==> src/rtl/evm_vote_session_ctrl.sv <==
// evm_vote_session_ctrl
// Runs one voting session per voter: ID entry, database lookup, already-voted
// check, single candidate press, then tally update. Also serves per-candidate
// counts and the total for result readout.
// Optional build macro: EVM_VOTE_TIMEOUT_EN adds a WAIT_VOTE timeout that
// rejects the session with code 11 after TIMEOUT_CYC cycles without a press.
module evm_vote_session_ctrl #(
  parameter int NUM_CAND    = 4,
  parameter int COUNT_W     = 8,
  parameter int DB_LAT      = 1,
  parameter int TIMEOUT_CYC = 1000
) (
  input  logic                        clk,
  input  logic                        reset,
  input  logic                        mode,
  input  logic                        id_valid,
  input  logic [4:0]                  voter_id,
  input  logic [NUM_CAND-1:0]         cand_btn,
  input  logic [$clog2(NUM_CAND)-1:0] result_sel,
  output logic                        db_read,
  output logic [4:0]                  db_voter_id,
  input  logic                        db_status,
  output logic                        busy,
  output logic                        vote_accepted,
  output logic                        vote_rejected,
  output logic [1:0]                  reject_code,
  output logic [COUNT_W-1:0]          result_count,
  output logic [COUNT_W-1:0]          total_votes
);

  localparam int SEL_W  = $clog2(NUM_CAND);
  localparam int WAIT_W = (DB_LAT < 1) ? 1 : $clog2(DB_LAT + 1);

  typedef enum logic [2:0] {
    S_IDLE, S_LOOKUP, S_CHECK, S_WAIT_VOTE, S_CAST, S_REJECT
  } state_t;

  state_t               state, state_next;
  logic [WAIT_W-1:0]    wait_cnt;
  logic                 lookup_done;
  logic                 status_q;
  logic [SEL_W-1:0]     cand_idx;
  logic [SEL_W-1:0]     btn_idx;
  logic                 btn_valid;
  logic                 timeout_hit;
  logic                 cast_commit;
  logic [31:0]          voted;
  logic [COUNT_W-1:0]   count [NUM_CAND];

  assign lookup_done = (wait_cnt == WAIT_W'(DB_LAT));
  assign btn_valid   = $onehot(cand_btn);
  // A vote only lands if the session was not aborted by leaving voting mode.
  assign cast_commit = (state == S_CAST) && mode;
  assign busy        = (state != S_IDLE);

`ifdef EVM_VOTE_TIMEOUT_EN
  localparam int TO_W = (TIMEOUT_CYC < 2) ? 1 : $clog2(TIMEOUT_CYC);
  logic [TO_W-1:0] to_cnt;

  assign timeout_hit = (to_cnt == TO_W'(TIMEOUT_CYC - 1));

  // Cycles spent in WAIT_VOTE; restarts from zero on every entry.
  always_ff @(posedge clk or posedge reset) begin
    if (reset)                     to_cnt <= '0;
    else if (state != S_WAIT_VOTE) to_cnt <= '0;
    else                           to_cnt <= to_cnt + TO_W'(1);
  end
`else
  assign timeout_hit = 1'b0;
`endif

  // Index of the single pressed button (meaningful only when btn_valid).
  always_comb begin
    btn_idx = '0;
    for (int i = 0; i < NUM_CAND; i++) begin
      if (cand_btn[i]) btn_idx = SEL_W'(i);
    end
  end

  // State register.
  always_ff @(posedge clk or posedge reset) begin
    // NOTE: sequential state uses non-blocking assignments so every register
    // samples pre-edge values regardless of block ordering.
    if (reset) state <= S_IDLE;
    else       state <= state_next;
  end

  // Next-state logic; leaving voting mode aborts any session in progress.
  always_comb begin
    // NOTE: default first so every path assigns state_next and no latch is inferred.
    state_next = state;
    unique case (state)
      S_IDLE:      if (mode && id_valid) state_next = S_LOOKUP;
      S_LOOKUP:    if (lookup_done) state_next = S_CHECK;
      S_CHECK:     state_next = (!status_q || voted[db_voter_id]) ? S_REJECT : S_WAIT_VOTE;
      S_WAIT_VOTE: begin
        if (btn_valid)        state_next = S_CAST;
        else if (timeout_hit) state_next = S_REJECT;
      end
      S_CAST:      state_next = S_IDLE;
      S_REJECT:    state_next = S_IDLE;
      default:     state_next = S_IDLE;
    endcase
    if (state != S_IDLE && !mode) state_next = S_IDLE;
  end

  // Lookup sequencing: read enable, latency counter, registered DB answer.
  always_ff @(posedge clk or posedge reset) begin
    if (reset) begin
      db_read     <= 1'b0;
      db_voter_id <= '0;
      wait_cnt    <= '0;
      status_q    <= 1'b0;
    end else begin
      db_read <= (state_next == S_LOOKUP);
      if (state == S_IDLE && state_next == S_LOOKUP) db_voter_id <= voter_id;
      if (state == S_LOOKUP) wait_cnt <= wait_cnt + WAIT_W'(1);
      else                   wait_cnt <= '0;
      if (state == S_LOOKUP && lookup_done) status_q <= db_status;
    end
  end

  // Session outcome: latched candidate, result pulses and reject reason.
  always_ff @(posedge clk or posedge reset) begin
    if (reset) begin
      cand_idx      <= '0;
      vote_accepted <= 1'b0;
      vote_rejected <= 1'b0;
      reject_code   <= 2'b00;
    end else begin
      vote_accepted <= cast_commit;
      vote_rejected <= (state == S_REJECT) && mode;
      if (state == S_WAIT_VOTE && btn_valid) cand_idx <= btn_idx;
      if (state == S_IDLE && state_next == S_LOOKUP)
        reject_code <= 2'b00;
      else if (state == S_CHECK && state_next == S_REJECT)
        reject_code <= status_q ? 2'b10 : 2'b01;
      else if (state == S_WAIT_VOTE && state_next == S_REJECT)
        reject_code <= 2'b11;
    end
  end

  // Tallies and voted bitmap; saturating counts, cleared only by reset.
  always_ff @(posedge clk or posedge reset) begin
    if (reset) begin
      // NOTE: the tally array is a handful of flops that must power up at
      // zero, so it is reset explicitly rather than left to a RAM macro.
      for (int i = 0; i < NUM_CAND; i++) count[i] <= '0;
      total_votes <= '0;
      voted       <= '0;
    end else if (cast_commit) begin
      if (count[cand_idx] != '1) count[cand_idx] <= count[cand_idx] + COUNT_W'(1);
      if (total_votes != '1)     total_votes     <= total_votes + COUNT_W'(1);
      voted[db_voter_id] <= 1'b1;
    end
  end

  // Readout mux; out-of-range selects read as zero.
  always_comb begin
    result_count = '0;
    if (!mode && (int'(result_sel) < NUM_CAND)) result_count = count[result_sel];
  end

endmodule

==> config.mk <==
export PLATFORM = sky130hd
export DESIGN_NAME = evm_vote_session_ctrl
export DESIGN_NICKNAME = d
export VERILOG_FILES = /design/src/rtl/evm_vote_session_ctrl.sv
export SDC_FILE = /design/constraint.sdc
export NUM_CORES = 1
export LEC_CHECK = 0
export BUFFER_PORTS_ARGS = -buffer_cell sky130_fd_sc_hd__buf_4
export CAP_MARGIN = 20
export CORE_MARGIN = 10
export CORE_UTILIZATION = 40
export CTS_CLUSTER_SIZE = 10
export DETAILED_ROUTE_END_ITERATION = 8
export HOLD_SLACK_MARGIN = 0.08
export PLACE_DENSITY = 0.57
export SKIP_CTS_REPAIR_TIMING = 1
export SYNTH_ARGS = -nofsm -noshare
export SYNTH_HDL_FRONTEND = slang
export SYNTH_SLANG_ARGS = --single-unit
==> constraint.sdc <==
create_clock -name clk -period 3.1 [get_ports clk]
set_input_delay 0.155 -clock clk [delete_from_list [all_inputs] [get_ports clk]]
set_output_delay 0.155 -clock clk [all_outputs]
set_load 0.02 [all_outputs]
==> flow_summary_export.csv <==
group,metric,value,unit
logic_synthesis,synth_cell_types,43,
grt,grt_overflow_total,0,
sta,tightest_slew,951.1,ps
logic_synthesis,syn_inst,332,
run,drv_cap,0,
detailed_routing,dr_total_vias,2823,
floorplanning,core_area,10750,um^2
sta,setup_ws,343.0,ps
floorplanning,initial_utilization,0.4066,
sta,maxSlewHeadroom,0.3652,
min_path,worstHoldEndpoint,"cand_idx[1]$_DFFE_PP0P_",
worst_setup_path,rr_worst_depth,7,
detailed_routing,firstDrtPassIters,5,
logic_synthesis,synthAdderAreaFrac,0.01604,
worst_setup_path,arrival,2990,ps
worst_setup_path,timing.rr.start,"cand_idx[0]$_DFFE_PP0P_",
power_and_ir_drop,leakagePower,2.607,nW
worst_setup_path,path_class,"flop to flop",
logic_synthesis,synthSimpleGateAreaFrac,0.1097,
min_path,holdCritStartpoint,"cand_btn[3]",
placement,placed_area,4882,um^2
worst_setup_path,crit_required,3330,ps
placement,dpl.hpwl,6736,um
clock_network,cts.sinks,89,
logic_synthesis,ys_seq_area_frac,0.5097,
floorplanning,io_pins,43,
placement,place_congestion,0.7668,
finish,fin_area,5166,um^2
power_and_ir_drop,peakVddDrop,0.2435,mV
floorplanning,die_w,124.5,um
sta,finalCritPeriodShare,0.8894,
worst_setup_path,crit_path_start_kind,"flop",
min_path,holdPathStages,3,
grt,antenna_found_initial,0,
floorplanning,num_rows,38,
logic_synthesis,muxShareOfSynthArea,0.2317,
sta,fin_skew,16.33,ps
sta,fmax,0.3627,GHz
worst_setup_path,regToRegSetupSlack,340,ps
logic_synthesis,avgSynthCellArea,13.16,um^2
worst_setup_path,path_max_fanout,8,
detailed_routing,drc,0,
detailed_routing,drtAntennaViolNets,0,
logic_synthesis,ys_warn_count,0,
finish,nNetsFinal,410,
clock_network,clock_latency,350,ps
detailed_routing,vias_per_cell,5.306,
logic_synthesis,syn_nets,353,
sta,setup_viol,0,
min_path,hp-class,"input pin to flop",
finish,antennaDiodeCount,0,
finish,area_growth,18.24,%
finish,fin_util,0.4808,
logic_synthesis,synth_xor_area_frac,0.02606,
floorplanning,die_h,124.5,um
logic_synthesis,synth_area,4369,um^2
worst_setup_path,cp-end-kind,"flop",
clock_network,cts_tree,"yes",
power_and_ir_drop,p_total,2.646,mW
power_and_ir_drop,power_density,512.2,nW/um^2
sta,hold_viol,0,
run_status,status,"completed",
finish,drive_gt1_frac,0.3163,
grt,grt_max_degree,55,
clock_network,clk_pin_slew,80,ps
finish,final_cell_mix,"dfrtp_1 (89), buf_4 (49), mux2_2 (37), nand2_1 (21)",
sta,fin_crit,2757,ps
placement,port_buffers,42,
clock_network,htreeDepth,3,
sta,rsz0062_at_grt,"no",
logic_synthesis,synth_top_family_by_area,"multiplexers",
detailed_routing,wl_per_cell,17.71,um
grt,grt_pass1_vias,2962,
finish,layout_commonest_cell,"dfrtp_1",
logic_synthesis,synth_compound_area_frac,0.08305,
grt,grt_first_pass_wirelength,15640,um
floorplanning,dieArea,15500,um^2
clock_network,cts_buffers,9,
placement,place_ws,332.9,ps
detailed_routing,drt_wl_total,9421,um
detailed_routing,drtIter0Drc,135,
clock_network,clock_tree.buffer_depth,2,
sta,maxSlewViolCount,0,
sta,finalSetupTns,0,ps
worst_setup_path,r2r-end,"count[15]$_DFFE_PP0P_",
clock_network,root_buffer,"clkbuf_8",
logic_synthesis,ys_seq_elements,89,
grt,gr-usage-all-layers,0.1222,
worst max path at each step:
stage | from | endpoint | cells after the start
after global routing | cand_idx[0]$_DFFE_PP0P_ | count[15]$_DFFE_PP0P_ | 7
final | cand_idx[0]$_DFFE_PP0P_ | count[15]$_DFFE_PP0P_ | 7
after global placement | cand_idx[0]$_DFFE_PP0P_ | count[15]$_DFFE_PP0P_ | 7
after detailed placement | cand_idx[0]$_DFFE_PP0P_ | count[9]$_DFFE_PP0P_ | 7
after CTS | cand_idx[0]$_DFFE_PP0P_ | count[15]$_DFFE_PP0P_ | 7
after floorplan | cand_idx[0]$_DFFE_PP0P_ | count[10]$_DFFE_PP0P_ | 7
synthesized netlist by cell type (all sizes together):
| cell | instances | share of area |
|---|---|---|
| a2111oi | 1 | 0.0020 |
| a21o | 16 | 0.027 |
| a221oi | 1 | 0.0020 |
| a22oi | 1 | 0.0017 |
| a31oi | 2 | 0.0029 |
| a41oi | 1 | 0.0020 |
| and2 | 2 | 0.0029 |
| and3 | 8 | 0.011 |
| and4 | 1 | 0.0026 |
| buf | 3 | 0.0049 |
| clkbuf | 8 | 0.0069 |
| dfrtp | 89 | 0.51 |
| fa | 1 | 0.0046 |
| ha | 4 | 0.011 |
| inv | 14 | 0.012 |
| mux2 | 37 | 0.095 |
| mux2i | 10 | 0.023 |
| mux4 | 21 | 0.11 |
| nand2 | 22 | 0.021 |
| nand2b | 3 | 0.0043 |
| nand3 | 6 | 0.0069 |
| nand3b | 3 | 0.0052 |
| nand4 | 3 | 0.0043 |
| nand4b | 1 | 0.0020 |
| nor2 | 11 | 0.010 |
| nor2b | 11 | 0.016 |
| nor3 | 5 | 0.0057 |
| nor3b | 2 | 0.0034 |
| nor4 | 1 | 0.0049 |
| nor4b | 1 | 0.0054 |
| o2111ai | 1 | 0.0034 |
| o21ai | 6 | 0.0077 |
| o21bai | 16 | 0.027 |
| o22ai | 3 | 0.0043 |
| o32ai | 1 | 0.0020 |
| or3 | 3 | 0.0043 |
| xnor2 | 9 | 0.018 |
| xor2 | 4 | 0.0080 |
per-layer routing:
metal	routed length, um	vias up	GRT usage
met3	240	9	0.02553
met4	87	0	0.03701
met5	0	-	0
met1	4617	1444	0.1660
li1	-	1335	-
met2	4476	35	0.1908
cell families (layout without fill, tap and decap cells):
group                      Yosys count  in the layout
buffers and inverters               25             85
muxes                               68             68
AOI/OAI and AO/OA                   49             49
adders and majority gates            5              5
and+or+nand+nor                     83             83
DFF                                 89             89
xor gates and xnor gates            13             13
per-stage QoR:
stage	std cells	hold WS [ps]
final	532	105.4
after global routing	532	96.82
after CTS	525	12.47
after detailed placement	511	391.0
after global placement	511	389.1
after floorplan	332	275.2
sequential cells by signal (all words and copies together) (netlist names), 2 cells and up:
register	cells
cand_idx	2
state	3
db_voter_id	5
count	32
voted	32
total_votes	8
reject_code	2
where the power goes:
part | switching, mW | internal, mW | leakage [nW]
clock | 0.407 | 0.471 | 0.105
sequential | 0.0912 | 1.22 | 1.22
combinational | 0.253 | 0.209 | 1.29
total | 0.751 | 1.89 | 2.61
final cells by class:
| cell class | instances | area, um^2 |
|---|---|---|
| clock inverters | 4 | 76.32 |
| flip-flops and latches | 89 | 2227 |
| repair buffers | 57 | 457.9 |
| multi-input cells | 218 | 2038 |
| clock buffers | 10 | 137.6 |
| fillers | 1036 | 5579 |
| inverters | 14 | 53.80 |
| well taps | 140 | 175.2 |
worst max-delay path, stage by stage (launching register included):
cell	delay, ps
dfrtp_1	570
mux4_1	710
ha_1	300
nand2_1	160
nor2_2	90
nor4b_4	250
buf_4	220
mux2_2	340
Power figures use the tool's default switching activity.
